<file path="config.mk">
export PLATFORM = sky130hd
export DESIGN_NAME = bcd_to_binary_seq
export DESIGN_NICKNAME = d
export VERILOG_FILES = /design/src/rtl/bcd_to_binary_seq.sv
export SDC_FILE = /design/constraint.sdc
export NUM_CORES = 1
export LEC_CHECK = 0
export ABC_CLOCK_PERIOD_IN_PS = 1900
export CAP_MARGIN = 20
export CORE_UTILIZATION = 23
export DETAILED_ROUTE_END_ITERATION = 8
export GPL_TIMING_DRIVEN = 1
export PLACE_DENSITY_LB_ADDON = 0.05
export SYNTH_ARGS = -nofsm -noshare
export SYNTH_HDL_FRONTEND = slang
export SYNTH_SLANG_ARGS = --single-unit
</file>
<file path="constraint.sdc">
create_clock -name clk -period 1.9 [get_ports clk]
set_clock_uncertainty 0.2 [all_clocks]
set_input_delay 0.38 -clock clk [delete_from_list [all_inputs] [get_ports clk]]
set_output_delay 0.38 -clock clk [all_outputs]
set_load 0.005 [all_outputs]
</file>
<file path="src/rtl/bcd_to_binary_seq.sv">
// Sequential reverse double-dabble: packed BCD in, binary out, one shift/correct step per clock.
// Optional B2B_EARLY_EXIT_EN finishes as soon as the BCD half of the shift register is empty.
module bcd_to_binary_seq #(
    parameter int DIGITS = 4,
    parameter int BIN_W  = 14
) (
    input  logic                  clk,
    input  logic                  rst_n,
    input  logic                  in_valid,
    output logic                  in_ready,
    input  logic [4*DIGITS-1:0]   bcd_in,
    output logic                  out_valid,
    input  logic                  out_ready,
    output logic [BIN_W-1:0]      bin_out,
    output logic                  err_digit
);
    // state | meaning
    // IDLE  | waiting for a request, in_ready high
    // CONV  | one shift-right plus nibble correction per edge
    // DONE  | result held until out_ready

    localparam int HALF = 4 * DIGITS;
    localparam int SW   = 8 * DIGITS;
    localparam int CW   = $clog2(HALF + 1);
    localparam logic [CW-1:0] STEPS = CW'(HALF);

    typedef enum logic [1:0] {IDLE, CONV, DONE} state_t;

    state_t          state;
    logic [SW-1:0]   s;
    logic [CW-1:0]   cnt;
    logic [SW-1:0]   s_step;
    logic [CW-1:0]   cnt_nxt;
    logic            bad_digit;
    logic            early_hit;
    logic [HALF-1:0] early_val;

    function automatic logic [SW-1:0] correct(input logic [SW-1:0] v);
        logic [SW-1:0] r;
        r = v;
        for (int i = 0; i < DIGITS; i++) begin
            if (r[HALF+4*i +: 4] >= 4'd8)
                r[HALF+4*i +: 4] = r[HALF+4*i +: 4] - 4'd3;
        end
        return r;
    endfunction

    function automatic logic any_bad(input logic [HALF-1:0] v);
        logic b;
        b = 1'b0;
        for (int i = 0; i < DIGITS; i++) begin
            if (v[4*i +: 4] > 4'd9)
                b = 1'b1;
        end
        return b;
    endfunction

    // Zero-extend or truncate the binary half to the output width.
    function automatic logic [BIN_W-1:0] to_bin(input logic [HALF-1:0] v);
        logic [HALF+BIN_W-1:0] ext;
        ext = {{BIN_W{1'b0}}, v};
        return ext[BIN_W-1:0];
    endfunction

    assign s_step    = correct(s >> 1);
    assign cnt_nxt   = cnt + CW'(1);
    assign bad_digit = any_bad(bcd_in);
    assign early_val = s[HALF-1:0] >> (STEPS - cnt);

`ifdef B2B_EARLY_EXIT_EN
    assign early_hit = (s[SW-1:HALF] == '0);
`else
    assign early_hit = 1'b0;
`endif

    always_ff @(posedge clk or negedge rst_n) begin
        if (!rst_n) begin
            state     <= IDLE;
            in_ready  <= 1'b1;
            out_valid <= 1'b0;
            bin_out   <= '0;
            err_digit <= 1'b0;
            s         <= '0;
            cnt       <= '0;
        end else begin
            case (state)
                IDLE: begin
                    if (in_valid && in_ready) begin
                        in_ready <= 1'b0;
                        if (bad_digit) begin
                            err_digit <= 1'b1;
                            bin_out   <= '0;
                            out_valid <= 1'b1;
                            state     <= DONE;
                        end else begin
                            s         <= {bcd_in, {HALF{1'b0}}};
                            cnt       <= '0;
                            err_digit <= 1'b0;
                            state     <= CONV;
                        end
                    end
                end
                CONV: begin
                    if (early_hit) begin
                        bin_out   <= to_bin(early_val);
                        out_valid <= 1'b1;
                        state     <= DONE;
                    end else begin
                        s   <= s_step;
                        cnt <= cnt_nxt;
                        if (cnt_nxt == STEPS) begin
                            bin_out   <= to_bin(s_step[HALF-1:0]);
                            out_valid <= 1'b1;
                            state     <= DONE;
                        end
                    end
                end
                DONE: begin
                    if (out_ready) begin
                        out_valid <= 1'b0;
                        in_ready  <= 1'b1;
                        state     <= IDLE;
                    end
                end
                default: begin
                    state     <= IDLE;
                    in_ready  <= 1'b1;
                    out_valid <= 1'b0;
                end
            endcase
        end
    end

endmodule

</file>
After elaboration in Yosys (flattened, before gate mapping)
Index checks and enable logic that the tools add are counted.
{"block": "totals", "wordCells": 70, "output_inout_bits": 17, "reg_bits": 56}
{"block": "op_classes", "muxes": 32, "n_addsub": 5, "order_cmp": 8, "n_reduce_logical": 9, "n_bitwise": 1, "eq_ne": 8}
{"op": "32-bit 2-to-1 mux", "count": 2}
{"op": "32-bit case mux with 2 select lines", "count": 1}
{"op": "14-bit 2-to-1 mux", "count": 3}
{"op": "14-bit case mux with 2 select lines", "count": 1}
{"op": "4-bit > comparator (second input constant)", "count": 4}
{"op": "4-bit 2-to-1 mux", "count": 4}
{"op": "4-bit greater-or-equal comparator (second input constant)", "count": 3}
{"op": "4-bit by 2-bit subtractor with 4-bit output (second input constant)", "count": 3}
{"op": "1-bit 2-to-1 mux", "count": 11}
{"op": "5-bit 2-to-1 mux", "count": 2}
{"op": "2-bit inequality test (second input constant)", "count": 5}
{"op": "5-bit case mux with 2 select lines", "count": 1}
{"op": "3-bit AND reduction", "count": 3}
{"op": "2-bit 2-to-1 mux", "count": 4}
{"op": "4-bit AND reduction", "count": 2}
{"op": "1-bit case mux with 3 select lines", "count": 2}
{"op": "2-bit case mux with 3 select lines", "count": 1}
{"op": "5-bit by 1-bit adder with 5-bit output (second input constant)", "count": 1}
{"op": "5-bit == test (second input constant)", "count": 1}
{"op": "3-bit by 4-bit greater-or-equal comparator with 1-bit output (second input constant)", "count": 1}
{"op": "3-bit by 2-bit subtractor with 4-bit output (second input constant)", "count": 1}
{"op": "2-bit by 1-bit == test with 1-bit output (second input constant)", "count": 1}
{"op": "2-bit == test (second input constant)", "count": 1}
{"op": "2-bit logical NOT", "count": 1}
{"op": "4 further kinds", "count": 4}

Depth between registers and ports, before layout
{"block": "depth", "depth_word": 8, "depth_mapped": 7, "mapped_depth_nobuf": 5}

Least setup slack after synthesis
Ideal clock, no wire load.
{"block": "synth_timing", "path_kind": "reg-to-reg", "startpoint": "reg in_ready", "endpoint": "reg s[16]", "arrival_ns": 1.566, "stages_incl_launch_ff": 7, "period_less_slack_ns": 1.856, "setup_slack_ns": 0.044, "required_ns": 1.610, "n_path_buf": 2, "path_cell_list": "dfstp_2 nand2_1 or3_1 buf_6 or2_0 buf_2 o221ai_1"}
{"block": "synth_via", "elab_chain_cells": 3}
{"element": "from (decl)", "line_no": "10", "text": "output logic in_ready,"}
{"element": "from (signal assigned)", "line_no": "79", "text": "in_ready <= 1'b1;"}
{"element": "from (signal assigned)", "line_no": "89", "text": "in_ready <= 1'b0;"}
{"element": "from (signal assigned)", "line_no": "121", "text": "in_ready <= 1'b1;"}
{"element": "1-bit logical AND", "line_no": "88", "text": "if (in_valid && in_ready) begin"}
{"element": "2-bit inequality test (no source line)"}
{"element": "3-bit AND reduction (no source line)"}
{"element": "to (signal assigned)", "line_no": "96", "text": "s <= {bcd_in, {HALF{1'b0}}};"}
{"element": "to (signal assigned)", "line_no": "109", "text": "s <= s_step;"}
{"element": "to (decl)", "line_no": "30", "text": "logic [SW-1:0] s;"}
Every way passes these cells.
A chain may end at the register's enable or synchronous reset.

Worst setup path after layout
{"block": "layout_timing", "startpoint": "in in_valid", "endpoint": "reg s[19]"}
{"block": "layout_via", "elab_chain_cells": 3}
{"element": "from (decl)", "line_no": "9", "text": "input logic in_valid,"}
{"element": "1-bit logical AND", "line_no": "88"}
{"element": "2-bit inequality test (no source line)"}
{"element": "3-bit AND reduction (no source line)"}
Every way passes these cells.

==> impl_metrics.toml <==
[synthesis]
syn-num-nets = 344
synth_area_sq_um = 2920
ys.flop_type = "dfrtp_1"
async_flop_share_pct = 100.0
synth_edf_count = 0
yosysSeqAreaShare_pct = 47.17
synth_area_per_cell_sq_um = 9.212
synth_cells = 317
synth_cell_type_count = 39
ys_warn_count = 0
ys_ff_latch = 55

[global_routing]
top_usage_layer = "met2"
grt_max_degree = 56
grt_pass1_wl_microns = 14070
grt_usage_pct = 13.86
use_met3_pct = 2.541
grt_util_met1_pct = 18.02
grt_pass1_vias = 2645
grt.met2_usage_pct = 23.72
grt_overflow = 0
grt_antenna_before_repair = 0

[layout]
fin_nets = 402
area_growth_pct = 32.43
antennaDiodeCount = 0
multiInputGateArea_sq_um = 1426
drive_gt1_share_pct = 16.84
fill_cells = 1319
regArea_sq_um = 1379
fin_cells = 542

[route]
avgViaCountPerCell = 4.707
drt_iter0_drc = 112
wirelength_microns = 8418
drtAntennaViolNets = 0
vias = 2551
routedWlPerCell_microns = 15.53
drt-pass1-iter-count = 4
drc = 0

[clock_network]
cts_buffer_depth = 2
root_buffer = "clkbuf_16"
cts_sinks = 55
clk_latency_ps = 300
cts_tree = "yes"
cts_buffers = 5
cts-htree-levels = 2
clkTransAtPathRegs_ps = 70

[sta]
hold_violations = 0
fin_ws_ps = 69.80
setup_viol = 0
slew_violations = 0
period_needed_ps = 1830
hold_slack_ps = 241.9
relSlewSlack_pct = 72.90
final.period_utilization_pct = 96.33
worst_pin_slew_ps = 406.5
fmax_ghz = 0.5464
rsz0062_at_grt = "false"

[power_and_ir_drop]
p_leak_nw = 1.613
pwr_density_cell_nw_per_um2 = 1326
peakVddDrop_mv = 0.4417

[critical_path]
critPathTopFamily = "buffers and inverters"
crit_required_ps = 1870
crit_chain = "clkdlybuf4s50_1, nand2_2, or3_4, buf_4, nor3_1, a21oi_1"
worstSetupPathType = "input pin to register"
cp.arrival_ps = 1800
cpPeakStageDelay_ps = 500
start_kind = "input pin"
end_kind = "register"
cp.buffers_inverters = 2
path_max_fanout = 8
worst_path_max_delay_cell = "clkdlybuf4s50_1"

[placement]
io_buffers = 36
dp_slack_ps = -666.5
place.gp.congestion = 0.7370
dp_hpwl_microns = 5462
dp_cells = 535

[min_path]
hp-class = "input pin to register"

[floorplanning]
dieArea_sq_um = 13150
io_pins = 37
core_area_sq_um = 12210
start_util_pct = 23.91
die_x_microns = 114.7
rows = 40
die_h_microns = 114.7

[outcome]
outcome = "complete, no violations"

[run]
cap_violations = 0
## stage by stage
stage               power (W)  instance area [sq um]  setup TNS, ps  utilization (%)
finish               0.005128                   3867              0            31.67
global route         0.005570                   3867              0            31.67
CTS                  0.005215                   3835              0            31.40
detailed placement   0.004251                   3689         -27020            30.20
global placement     0.004256                   3689         -28320            30.20
floorplan            0.003330                   2920              0                -
## cell usage in the layout (no fill, tap or decap), types with 2 or more instances in the layout
cell	count
mux2i_1	4
nand2b_1	3
clkbuf_2	2
nor2b_1	3
a221o_1	6
clkdlybuf4s15_1	6
dfrtp_1	53
clkbuf_16	5
buf_4	36
o32ai_2	2
o21ai_0	46
or3_4	2
nor2_1	19
xnor2_1	3
inv_1	13
nand2_1	29
o21ai_1	3
a21oi_1	10
dlygate4sd2_1	5
nor2_2	3
o22ai_1	3
and2_1	15
xor2_1	3
ha_1	7
a22oi_1	16
nor3_1	9
o21ai_2	3
o221ai_1	5
clkdlybuf4s50_1	22
buf_12	2
a41oi_1	14
## layer usage
layer	vias up	wire [microns]	share of wire, %
met5	-	0	0
met4	0	65	0.77
met3	5	285	3.4
met2	42	4051	48
met1	1248	4015	48
li1	1256	-	-
## report_power, final
part / total [W] / switching, W / internal (W) / leakage (nW)
logic: 0.00218 / 0.00111 / 0.00108 / 0.900
clock network: 0.000911 / 0.000435 / 0.000476 / 0.0618
registers: 0.00203 / 0.000424 / 0.00161 / 0.651
total: 0.00513 / 0.00196 / 0.00316 / 1.61
## state kept, by name, indices dropped and copies added (netlist names)
register / cells
s: 31
bin_out: 14
cnt: 5
state: 2
err_digit: 1
in_ready: 1
out_valid: 1
## timing repair
| action | in CTS | in global routing |
|---|---|---|
| hold buffers | 1 | 0 |
| hold endpoints to repair | 54 | 0 |
| buffers inserted | 0 | 0 |
| pin swaps | 7 | 7 |
| setup endpoints to repair | 53 | 20 |
| resized for setup | 23 | 20 |
## logic make-up after synthesis
group,Yosys count,share of synthesized area [%]
compound gates,115,25.79
fa+ha+maj,7,2.999
flops,55,47.17
simple gates,92,15.25
buf+inv,38,5.612
mux,4,1.371
xor+xnor,6,1.800
## worst reg2reg max path: stages, from the launching register on
cell and delay [ps]:
dfstp_2 540, nand2_2 70, or3_4 340, buf_4 180, nor3_1 240, a21oi_1 70
## final cells by class
| class | instances | area share (%) |
|---|---|---|
| sequential | 55 | 35.65 |
| tap | 168 | 5.435 |
| clock buffer | 5 | 3.235 |
| inverter | 13 | 1.262 |
| multi-input combinational | 224 | 36.88 |
| clock inverter | 1 | 0.1941 |
| timing repair buffer | 76 | 17.34 |
## cells in the mapped netlist (2+ instances only)
master / n / share of area (%)
a22oi_1: 16 / 4.1
a221o_1: 6 / 2.1
nor2b_1: 3 / 0.64
mux2i_1: 4 / 1.4
nor2_1: 20 / 2.6
o32ai_1: 3 / 0.90
clkbuf_1: 15 / 1.9
o21ai_0: 52 / 8.9
and2_1: 16 / 3.4
a21oi_1: 10 / 1.7
dfrtp_1: 54 / 46
nand2_1: 30 / 3.9
ha_1: 7 / 3.0
xnor2_1: 3 / 0.90
nor3_1: 9 / 1.5
buf_6: 2 / 0.77
a41oi_1: 14 / 4.2
nand2b_1: 3 / 0.64
buf_1: 3 / 0.39
buf_2: 5 / 0.86
or3_1: 2 / 0.43
nor3b_1: 2 / 0.51
inv_1: 13 / 1.7
o22ai_1: 3 / 0.64
o221ai_1: 5 / 1.5
nor2_2: 2 / 0.43
xor2_1: 3 / 0.90
## path summary, 6_finish.rpt
path / slack (ps) / startpoint / end / cells past startpoint
setup / recovery: 70 / in_valid / s[19]$_DFFE_PN0P_ / 6
min in group asynchronous: 430 / rst_n / s[27]$_DFFE_PN0P_ / 3
hold / removal: 240 / bcd_in[2] / s[18]$_DFFE_PN0P_ / 3
hold reg to reg: 320 / err_digit$_DFFE_PN0P_ / err_digit$_DFFE_PN0P_ / 2
setup reg to reg: 140 / in_ready$_DFFE_PN1P_ / s[19]$_DFFE_PN0P_ / 5
max in group asynchronous: 770 / rst_n / in_ready$_DFFE_PN1P_ / 3
Note: power is estimated with default switching activity, not from simulation.
